==> src/rtl/map_ss_seq.sv <==
// Save-state sequencer: copies a mapper's save-state registers to memory (save)
// or restores them from memory after confirming the stored mapper index (load).
module map_ss_seq #(
  parameter int          SS_LEN   = 128,
  parameter logic [23:0] MEM_BASE = 24'h000000,
  parameter int          IDX_ADDR = 127
) (
  input  logic        clk,
  input  logic        sys_rst,
  input  logic        m2,
  input  logic        start_save,
  input  logic        start_load,
  input  logic [7:0]  ss_rdat,
  output logic        ss_act,
  output logic        ss_we,
  output logic [7:0]  ss_addr,
  output logic [7:0]  ss_wdat,
  output logic        mem_req,
  output logic        mem_we,
  output logic [23:0] mem_addr,
  output logic [7:0]  mem_dout,
  input  logic [7:0]  mem_din,
  input  logic        mem_ack,
  output logic        busy,
  output logic        done,
  output logic        err
);

  localparam logic [3:0] IDLE   = 4'd0;
  localparam logic [3:0] S_RD   = 4'd1;
  localparam logic [3:0] S_MEM  = 4'd2;
  localparam logic [3:0] L_IDX  = 4'd3;
  localparam logic [3:0] L_CHK  = 4'd4;
  localparam logic [3:0] L_MEM  = 4'd5;
  localparam logic [3:0] L_WR   = 4'd6;
  localparam logic [3:0] L_WAIT = 4'd7;
  localparam logic [3:0] FIN    = 4'd8;

  localparam logic [7:0] LAST_IDX = 8'(SS_LEN - 1);
  localparam logic [7:0] IDX_A    = 8'(IDX_ADDR);

  logic [3:0] state_reg, state_next;
  logic [7:0] idx_reg, idx_next;
  logic [7:0] mem_dout_reg, mem_dout_next;
  logic [7:0] chk_reg, chk_next;
  logic [7:0] ss_wdat_reg, ss_wdat_next;
  logic       err_reg, err_next;
  logic [1:0] wr_cnt_reg, wr_cnt_next;
  logic [1:0] m2_sync_reg;
  logic       m2_prev_reg;
  logic       m2_fall;

  // m2_sync_reg[1] is the synchronized m2; m2_prev_reg lags it by one cycle
  always_ff @(posedge clk or posedge sys_rst) begin
    if (sys_rst) begin
      m2_sync_reg <= 2'b00;
      m2_prev_reg <= 1'b0;
    end else begin
      m2_sync_reg <= {m2_sync_reg[0], m2};
      m2_prev_reg <= m2_sync_reg[1];
    end
  end

  assign m2_fall = m2_prev_reg & ~m2_sync_reg[1];

  always_comb begin
    state_next    = state_reg;
    idx_next      = idx_reg;
    mem_dout_next = mem_dout_reg;
    chk_next      = chk_reg;
    ss_wdat_next  = ss_wdat_reg;
    err_next      = err_reg;
    wr_cnt_next   = wr_cnt_reg;
    case (state_reg)
      IDLE: begin
        if (start_save) begin
          state_next = S_RD;
          idx_next   = 8'd0;
          err_next   = 1'b0;
        end else if (start_load) begin
          state_next = L_IDX;
          err_next   = 1'b0;
        end
      end
      S_RD: begin
        mem_dout_next = ss_rdat;
        state_next    = S_MEM;
      end
      S_MEM: begin
        if (mem_ack) begin
          if (idx_reg == LAST_IDX) begin
            state_next = FIN;
          end else begin
            idx_next   = idx_reg + 8'd1;
            state_next = S_RD;
          end
        end
      end
      L_IDX: begin
        if (mem_ack) begin
          chk_next   = mem_din;
          state_next = L_CHK;
        end
      end
      L_CHK: begin
        if (chk_reg != ss_rdat) begin
          err_next   = 1'b1;
          state_next = FIN;
        end else begin
          idx_next   = 8'd0;
          state_next = L_MEM;
        end
      end
      L_MEM: begin
        if (mem_ack) begin
          ss_wdat_next = mem_din;
          wr_cnt_next  = 2'd0;
          state_next   = L_WR;
        end
      end
      L_WR: begin
        // The first two cycles only see falls that began before ss_we rose
        if (wr_cnt_reg == 2'd2) begin
          if (m2_fall) state_next = L_WAIT;
        end else begin
          wr_cnt_next = wr_cnt_reg + 2'd1;
        end
      end
      L_WAIT: begin
        if (idx_reg == LAST_IDX) begin
          state_next = FIN;
        end else begin
          idx_next   = idx_reg + 8'd1;
          state_next = L_MEM;
        end
      end
      FIN:     state_next = IDLE;
      default: state_next = IDLE;
    endcase
  end

  always_ff @(posedge clk or posedge sys_rst) begin
    if (sys_rst) begin
      state_reg    <= IDLE;
      idx_reg      <= 8'd0;
      mem_dout_reg <= 8'd0;
      chk_reg      <= 8'd0;
      ss_wdat_reg  <= 8'd0;
      err_reg      <= 1'b0;
      wr_cnt_reg   <= 2'd0;
    end else begin
      state_reg    <= state_next;
      idx_reg      <= idx_next;
      mem_dout_reg <= mem_dout_next;
      chk_reg      <= chk_next;
      ss_wdat_reg  <= ss_wdat_next;
      err_reg      <= err_next;
      wr_cnt_reg   <= wr_cnt_next;
    end
  end

  // Outputs decode from registered state so a reset clears them at once
  always_comb begin
    ss_act   = (state_reg != IDLE) && (state_reg != FIN);
    ss_we    = (state_reg == L_WR);
    ss_addr  = 8'd0;
    mem_req  = 1'b0;
    mem_we   = 1'b0;
    mem_addr = 24'd0;
    case (state_reg)
      S_RD, L_WR, L_WAIT: ss_addr = idx_reg;
      S_MEM: begin
        ss_addr  = idx_reg;
        mem_req  = 1'b1;
        mem_we   = 1'b1;
        mem_addr = MEM_BASE + {16'h0000, idx_reg};
      end
      L_MEM: begin
        ss_addr  = idx_reg;
        mem_req  = 1'b1;
        mem_addr = MEM_BASE + {16'h0000, idx_reg};
      end
      L_IDX: begin
        ss_addr  = IDX_A;
        mem_req  = 1'b1;
        mem_addr = MEM_BASE + {16'h0000, IDX_A};
      end
      L_CHK:   ss_addr = IDX_A;
      default: ss_addr = 8'd0;
    endcase
  end

  assign ss_wdat  = ss_wdat_reg;
  assign mem_dout = mem_dout_reg;
  assign busy     = ss_act;
  assign done     = (state_reg == FIN);
  assign err      = err_reg;

endmodule

==> config.mk <==
export PLATFORM = sky130hd
export DESIGN_NAME = map_ss_seq
export DESIGN_NICKNAME = d
export VERILOG_FILES = /design/src/rtl/map_ss_seq.sv
export SDC_FILE = /design/constraint.sdc
export NUM_CORES = 1
export LEC_CHECK = 0
export ABC_AREA = 1
export CAP_MARGIN = 10
export CELL_PAD_IN_SITES_DETAIL_PLACEMENT = 1
export CELL_PAD_IN_SITES_GLOBAL_PLACEMENT = 2
export CORE_ASPECT_RATIO = 0.6
export CORE_MARGIN = 1.5
export CORE_UTILIZATION = 27
export DETAILED_ROUTE_END_ITERATION = 12
export GPL_TIMING_DRIVEN = 0
export PLACE_DENSITY_LB_ADDON = 0.1
export REMOVE_ABC_BUFFERS = 1
export SLEW_MARGIN = 20
export SYNTH_ARGS = -nofsm -noshare
export SYNTH_HDL_FRONTEND = slang
export SYNTH_SLANG_ARGS = --single-unit
==> constraint.sdc <==
create_clock -name clk -period 4.62 [get_ports clk]
set_clock_uncertainty 0.1 [all_clocks]
set_input_delay 0.924 -clock clk [delete_from_list [all_inputs] [get_ports clk]]
set_output_delay 0.924 -clock clk [all_outputs]
set_load 0.02 [all_outputs]
Word level (Yosys, flattened, before mapping):

Cells that the tools add are included.

* equal/unequal tests: 22
* $add $sub $neg: 2
* multiplexer cells: 27
* bitwise operators: 2
* reduce and logical (&&, ||, !) cells: 16

Operators with widths (number)
* $mux 4: 10
* $mux 8: 4
* $pmux 4 s8: 1
* $pmux 8 s2: 2
* $pmux 8 s4: 1
* $eq 4x3->1 const B: 4
* $ne 2x2->1 const B: 7
* $add 8x1->8 const B: 1
* $eq 4x2->1 const B: 2
* $eq 8x7->1 const B: 1
* $ne 8x8->1: 1
* $reduce_bool 4->1: 2
* $reduce_and 3->1: 2
* $reduce_and 6->1: 1
* $mux 1: 5
* $reduce_or 5->1: 1
* $eq 4x1->1 const B: 1
* $eq 4x4->1 const B: 1
* $logic_not 4->1: 1
* $mux 2: 2
* $ne 2x1->1 const B: 2
* $ne 4x4->1 const B: 1
* $pmux 2 s2: 1
* $reduce_and 2->1: 2
* other kinds (11): 13

* register bits after elaboration: 42
* output and inout bits: 55
* bits of input ports: 22
* word-level logic and storage cells: 78

Longest topological paths before layout:

Gate-level depths: netlist of the first run.

* depth in word-level cells: 5
* depth in mapped cells: 11
* gate-level depth less buffers: 11

Worst setup path before layout of the first run:

OpenSTA, ideal clock, no wires.

* kind: register to output
* start point: register state_reg[0]
* end point: output port mem_addr[0]
* buffers on the path: 0
* arrival time: 1.425 ns
* data required time: 3.596 ns
* cell stages (with the launch flop): 6
* setup slack: 2.171 ns
* cells stage by stage: dfrtp_1 > inv_2 > nand2_2 > nor2_4 > nor2_1 > o21ai_0

* word-level cells in the longest chain between the ends: 3
* elaborated cells between the ends (all ways): 5
* those cells by class: eq/ne: 3; mux: 1; reduce/logical: 1

Ends and longest elaborated chain
* start: declaration: line 42 `logic [3:0] state_reg, state_next;`
* start signal: assignment: line 152 `state_reg <= state_next;`
* $eq 4x3->1 / $eq 4x2->1 (equally long branches): line 170 `case (state_reg)`
* $reduce_or 2->1 (no source line)
* $pmux 8 s2 (*): line 170
* end: declaration: line 20 `output logic [23:0] mem_addr,`

Every way passes the cells marked *; elsewhere a longest branch is shown, timed or not.

Final worst setup path of the first run:

* start point: register state_reg[1]
* end point: output port ss_addr[6]

* word-level cells in the longest chain between the ends: 3
* elaborated cells between the ends (all ways): 10
* those cells by class: eq/ne: 7; mux: 1; reduce/logical: 2

Ends and longest elaborated chain
* $eq 4x3->1 (tied with other cells): line 170
* $reduce_or 5->1 (no source line) / $reduce_or 2->1 (equally long branches)
* $pmux 8 s2 (*): line 170
* end: declaration: line 16 `output logic [7:0] ss_addr,`

Marks and branches as above.

==> flow_metrics.env, run 1 <==
export IMPL_status="finished clean"
export IMPL_dieArea_sq_um=9600
export IMPL_clock_power_share_pct=20.3
export IMPL_fill_cells=1023
export IMPL_seq_area_frac_synth_pct=43.3
export IMPL_fin_nets=411
export IMPL_internal_power_mw=1.30
export IMPL_p_switching_mw=0.971
export IMPL_syn_avg_cell_area_sq_um=7.48
export IMPL_power_leakage_nw=1.59
export IMPL_wl_microns=6480
export IMPL_netlist_instances=325
export IMPL_synth_ff_type="dfrtp_1"
export IMPL_hold_buffers=0
export IMPL_die_x_microns=125
export IMPL_cts_setup_buffers=0
export IMPL_ys_warn_count=0
export IMPL_overflow=0
export IMPL_worstPathArrival_ns=2.23
export IMPL_die_y_microns=76.5
export IMPL_worst_path_largest_cell_delay_ns=0.64
export IMPL_seqPwrFrac_pct=26.4
export IMPL_start_util_pct=28.2
export IMPL_synth_edf_count=0
export IMPL_yosys_area_top_type_share_pct=43.3
export IMPL_ir_worst_vdd_mv=0.227
export IMPL_antenna_found_initial=0
export IMPL_cp_num_buf_inv=2
export IMPL_path_class="reg2out"
export IMPL_io_buffers=60
export IMPL_area_delta_synth_final_pct=35.6
export IMPL_drt_iter0_drc=96
export IMPL_place_ws_ns=1.63
export IMPL_timing_hold_violations_final=0
export IMPL_async_flop_share_pct=100
export IMPL_slew_violations=0
export IMPL_slew_headroom_pct=60.6
export IMPL_rsz0062_at_grt="false"
export IMPL_syn_area_sq_um=2430
export IMPL_power_density_nw_per_um2=689
export IMPL_setup_slack_ns=1.37
export IMPL_clock_path_buffers=2
export IMPL_grt_pass1_vias=2031
export IMPL_drtPass1Iterations=4
export IMPL_grt_max_degree=33
export IMPL_drt_antenna_violating_nets=0
export IMPL_cts_clk_slew_worst_paths_ns=0.06
export IMPL_final_setup_viol_count=0
export IMPL_yosys_cell_types_count=27
export IMPL_rows=26
export IMPL_yosys_top_cells_area="dfrtp_1 43%, nand2_1 16%, inv_1 6.2%"
export IMPL_avgViaCountPerCell=4.24
export IMPL_cts_resized=0
export IMPL_min_period_ns=3.25
export IMPL_register_area_sq_um=1050
export IMPL_hold_path_class="reg2reg"
export IMPL_grt_pass1_wl_microns=11000
export IMPL_end_kind="primary output"
export IMPL_place_gp_congestion=0.789
export IMPL_cp_slowest_cell="clkdlybuf4s50_1"
export IMPL_start_kind="flop"
export IMPL_antenna_cells=0
export IMPL_htree_levels=2
export IMPL_max_cap_violations=0
export IMPL_timing_fmax_ghz=0.308
export IMPL_design_core_area_sq_um=8620
export IMPL_worst_slew_pin_slew_ns=0.589
export IMPL_routedWlPerCell_microns=13.0
export IMPL_clock_sinks=42
export IMPL_yosys_area_top_type="dfrtp_1"
export IMPL_path_cells="nor2_2 > inv_1 > nor2_1 > nor2_1 > o21ai_0 > clkdlybuf4s50_1"
export IMPL_grt_total_usage_pct=14.5
export IMPL_drc=0
export IMPL_fin_crit_sh_pct=70.4
export IMPL_clock_latency_ns=0.29
export IMPL_drive_gt1_share_pct=8.25
export IMPL_critPathTopFamily="buffers and inverters"
export IMPL_num_vias=2118
export IMPL_fin_setup_tns_ns=0
export IMPL_path_common_cell="nor2_1"
export IMPL_cts_buffers=5
export IMPL_comb_power_share_pct=53.3
export IMPL_cts_root_buffer="clkbuf_16"
export IMPL_cp_max_fo=7
export IMPL_cp_data_required_time_ns=3.60
export IMPL_io_pins=77
export IMPL_ys_seq_elements=42
export IMPL_dp_hpwl_microns=5130
export IMPL_tritoncts="built"
export IMPL_p_sw_share_pct=42.8
export IMPL_multi_input_area_sq_um=1120
metrics by stage:
step                total power [mW]  hold slack [ns]  cells  cell area (sq um)  util (%)
detailed placement              1.83            0.254    492               3100      36.0
global placement                1.81            0.231    491               3080      35.7
global route                    2.45            0.281    500               3290      38.2
floorplan                       1.32            0.231    319               2340         -
finish                          2.27            0.263    500               3290      38.2
CTS                             2.31            0.271    500               3290      38.2
final timing paths:
check | from | end | slack (ns) | depth (start not counted)
worst max register to register | state_reg[1]$_DFFE_PP0P_ | idx_reg[5]$_DFFE_PP0P_ | 2.69 | 7
worst min-delay path | m2_sync_reg[0]$_DFF_PP0_ | m2_sync_reg[1]$_DFF_PP0_ | 0.26 | 0
worst max-delay path | state_reg[1]$_DFFE_PP0P_ | ss_addr[6] | 1.37 | 6
min in group asynchronous | sys_rst | wr_cnt_reg[0]$_DFFE_PP0P_ | 0.79 | 2
worst min register to register | m2_sync_reg[0]$_DFF_PP0_ | m2_sync_reg[1]$_DFF_PP0_ | 0.26 | 0
max in group asynchronous | sys_rst | mem_dout[4]$_DFFE_PP0P_ | 3.17 | 3
cell families (layout without fill, tap and decap cells):
kind of cell | after synthesis | in the layout | share of synthesized area, %
flip-flops | 42 | 42 | 43.3
buffers and inverters | 66 | 114 | 13.0
other | 1 | 16 | 0.154
XOR/XNOR | 7 | 7 | 2.52
adder cells (fa/ha/maj) | 2 | 2 | 1.03
AO/OA/AOI/OAI | 47 | 47 | 10.1
AND/OR/NAND/NOR | 160 | 160 | 30.0
routing by layer:
metal	part of all wire, %	up-vias	GRT usage [%]
met5	0	-	0
met4	0.62	0	3.75
met3	7.3	4	4.07
met2	36	68	18.3
met1	56	950	23.2
li1	-	1096	-
power groups by stage:
stage	clock (mW)	combinational (mW)	sequential, mW
3_3_place_gp	0	1.21	0.603
6_report	0.461	1.21	0.599
4_1_cts	0.477	1.23	0.601
2_1_floorplan	0	0.649	0.675
3_5_place_dp	0	1.22	0.605
5_1_grt	0.491	1.34	0.619
final cells by class:
class / count / area share [%]
multi-input combinational: 232 / 34.0
inverter: 45 / 5.13
tap: 112 / 4.25
clock inverter: 3 / 2.09
timing repair buffer: 61 / 18.8
clock buffer: 5 / 3.80
sequential: 42 / 31.9
cells in the mapped netlist (all sizes together), types with 2 or more instances:
library cell	n
inv	45
o211ai	2
a21boi	2
nand2	111
ha	2
xor2	3
nand3	15
o21ai	41
buf	20
nand3b	4
nor2	28
dfrtp	42
xnor2	4
a21oi	2
worst register-to-register path, cell delays in order, from the launching register on:
cell and delay (ns):
dfrtp_1 0.46, nor2_2 0.26, inv_1 0.09, nor2_1 0.21
nand2_1 0.35, nand2_4 0.26, nand2_1 0.08, nand2_1 0.06
layout by cell type, fill, tap and decap left out, types with 5 or more instances in the layout:
cell,netlist,routed
nand2_1,104,104
clkdlybuf4s50_1,0,60
dfrtp_1,42,42
inv_1,40,39
o21ai_0,24,24
nor2_1,19,19
o21ai_1,17,17
conb_1,1,16
nand3_1,15,15
inv_2,5,6
clkbuf_16,0,5
No activity file was read; power rests on OpenSTA's default activity.
==> inputs of run 2 (changes only) <==
--- a/config.mk
+++ b/config.mk
@@ -11,7 +11,7 @@
 export CELL_PAD_IN_SITES_GLOBAL_PLACEMENT = 2
 export CORE_ASPECT_RATIO = 0.6
 export CORE_MARGIN = 1.5
-export CORE_UTILIZATION = 27
+export CORE_UTILIZATION = 25
 export DETAILED_ROUTE_END_ITERATION = 12
 export GPL_TIMING_DRIVEN = 0
 export PLACE_DENSITY_LB_ADDON = 0.1
==> constraint.sdc (replaced) <==
create_clock -name clk -period 3.32 [get_ports clk]
set_clock_uncertainty 0.1 [all_clocks]
set_input_delay 0.664 -clock clk [delete_from_list [all_inputs] [get_ports clk]]
set_output_delay 0.664 -clock clk [all_outputs]
set_load 0.02 [all_outputs]
==> run 2 against run 1 <==
Against the previous run: flip-flop and latch count stayed put; combinational power is 40% higher; worst setup slack worse by 1.1 ns.
==> flow_metrics.env, run 2 (synthesis results as in run 1) <==
export IMPL_ir_worst_vdd_mv=0.267
export IMPL_area_delta_synth_final_pct=34.7
export IMPL_final_common_cell="nand2_1"
export IMPL_avgViaCountPerCell=4.14
export IMPL_drtPass1Iterations=4
export IMPL_clock_latency_ns=0.29
export IMPL_start_util_pct=26.2
export IMPL_met1_usage_pct=22.9
export IMPL_overflow=0
export IMPL_cts_clk_slew_worst_paths_ns=0.07
export IMPL_hold_buffers=0
export IMPL_status="finished clean"
export IMPL_htree_levels=2
export IMPL_grt_pass1_wl_microns=11500
export IMPL_cts_resized=0
export IMPL_io_buffers=60
export IMPL_drc=0
export IMPL_io_pins=77
export IMPL_place_gp_congestion=0.783
export IMPL_grt_use_met2_pct=19.7
export IMPL_cp_max_fo=9
export IMPL_num_vias=2147
export IMPL_drt_antenna_violating_nets=0
export IMPL_grt_max_degree=29
export IMPL_dieArea_sq_um=10300
export IMPL_slew_headroom_pct=63.8
export IMPL_met3_usage_pct=3.71
export IMPL_die_x_microns=130
export IMPL_timing_hold_violations_final=0
export IMPL_design_core_area_sq_um=9290
export IMPL_busiest_layer="met1"
export IMPL_timing_fmax_ghz=0.331
export IMPL_tritoncts="built"
export IMPL_rows=27
export IMPL_power_leakage_nw=1.56
export IMPL_path_cells="nand2_2 > inv_1 > nand2_1 > inv_2 > nor2_1 > o21ai_0 > clkdlybuf4s50_1"
export IMPL_fin_setup_tns_ns=0
export IMPL_power_density_nw_per_um2=933
export IMPL_worst_path_largest_cell_delay_ns=0.57
export IMPL_dp_hpwl_microns=5540
export IMPL_start_kind="flop"
export IMPL_cts_setup_buffers=0
export IMPL_rsz0062_at_grt="false"
export IMPL_min_period_ns=3.02
export IMPL_final_setup_viol_count=0
export IMPL_cts_root_buffer="clkbuf_16"
export IMPL_hold_path_class="reg2reg"
export IMPL_die_y_microns=79.4
export IMPL_routedWlPerCell_microns=13.4
export IMPL_worst_slew_pin_slew_ns=0.542
export IMPL_worstPathArrival_ns=2.26
export IMPL_fin_nets=411
export IMPL_wl_microns=6940
export IMPL_grt_total_usage_pct=14.7
export IMPL_drive_gt1_share_pct=8.25
export IMPL_end_kind="primary output"
export IMPL_antenna_found_initial=0
export IMPL_fin_cells=518
export IMPL_placed_cells=510
export IMPL_cts_buffers=5
export IMPL_timing_hold_ws_ns=0.266
export IMPL_clock_sinks=42
export IMPL_clock_path_buffers=2
export IMPL_drt_iter0_drc=87
export IMPL_fill_cells=1121
export IMPL_slew_violations=0
export IMPL_fin_crit_sh_pct=91.0
export IMPL_cp_slowest_cell="clkdlybuf4s50_1"
export IMPL_cp_data_required_time_ns=2.56
export IMPL_grt_pass1_vias=2207
export IMPL_final_cell_mix="104 x nand2_1, 60 x clkdlybuf4s50_1, 42 x dfrtp_1, 39 x inv_1, 24 x o21ai_0"
export IMPL_path_class="reg2out"
export IMPL_antenna_cells=0
export IMPL_max_cap_violations=0
run 2: changes by cell type in the layout (fill, tap and decap cells not counted):
cell / change
bufinv_16: -2
clkinvlp_4: +1
inv_6: +1
run 2: path summary, 6_finish.rpt:
kind                            slack, ns                     start                   endpoint  cells after the start
worst max-delay path                 0.30  state_reg[2]$_DFFE_PP0P_                mem_addr[6]                      7
worst min-delay path                 0.27  m2_sync_reg[0]$_DFF_PP0_   m2_sync_reg[1]$_DFF_PP0_                      0
worst max register to register       1.43  state_reg[1]$_DFFE_PP0P_     idx_reg[2]$_DFFE_PP0P_                      7
worst min register to register       0.27  m2_sync_reg[0]$_DFF_PP0_   m2_sync_reg[1]$_DFF_PP0_                      0
max in group asynchronous            2.07                   sys_rst     chk_reg[4]$_DFFE_PP0P_                      3
min in group asynchronous            0.56                   sys_rst  wr_cnt_reg[1]$_DFFE_PP0P_                      2
run 2: final cells by class:
cell class | count | area, sq um | area share (%)
Clock buffer | 5 | 125 | 3.82
Clock inverter | 3 | 25.0 | 0.765
Inverter | 45 | 169 | 5.16
Multi-Input combinational cell | 232 | 1120 | 34.2
Sequential cell | 42 | 1050 | 32.1
Tap cell | 130 | 163 | 4.97
Timing Repair Buffer | 61 | 621 | 19.0
run 2: where the power goes:
part           internal, mW  switching (mW)
clock                 0.283           0.227
sequential            0.698           0.143
combinational         0.678            1.02
total                  1.66            1.39
run 2: metal layers:
layer  vias up  share of wire [%]
met1       989                 57
met3         5                5.5
met2        50                 36
li1       1103                  -
met5         -                  0
met4         0               0.75
run 2: stage by stage:
step / setup slack (ns) / total power, mW / utilization (%) / cell area, sq um
2_1_floorplan: 1.13 / 1.84 / - / 2340
3_3_place_gp: 0.481 / 2.53 / 33.4 / 3100
3_5_place_dp: 0.540 / 2.57 / 33.6 / 3120
4_1_cts: 0.223 / 3.10 / 35.2 / 3270
5_1_grt: 0.0704 / 3.31 / 35.2 / 3270
6_report: 0.299 / 3.05 / 35.2 / 3270
run 2: critical path: cells and delay by family (launching register included):
family / cells / cell delay, ns
simple gates: 3 / 0.63
compound gates: 1 / 0.18
flops: 1 / 0.46
buf+inv: 3 / 0.71
==> inputs of run 3 (changes only) <==
--- a/config.mk
+++ b/config.mk
@@ -12,6 +12,7 @@
 export CORE_ASPECT_RATIO = 0.6
 export CORE_MARGIN = 1.5
 export CORE_UTILIZATION = 25
+export CTS_CLUSTER_SIZE = 25
 export DETAILED_ROUTE_END_ITERATION = 12
 export GPL_TIMING_DRIVEN = 0
 export PLACE_DENSITY_LB_ADDON = 0.1
==> results of run 3 <==
Final layout, timing and power as in run 2 (identical DEF).
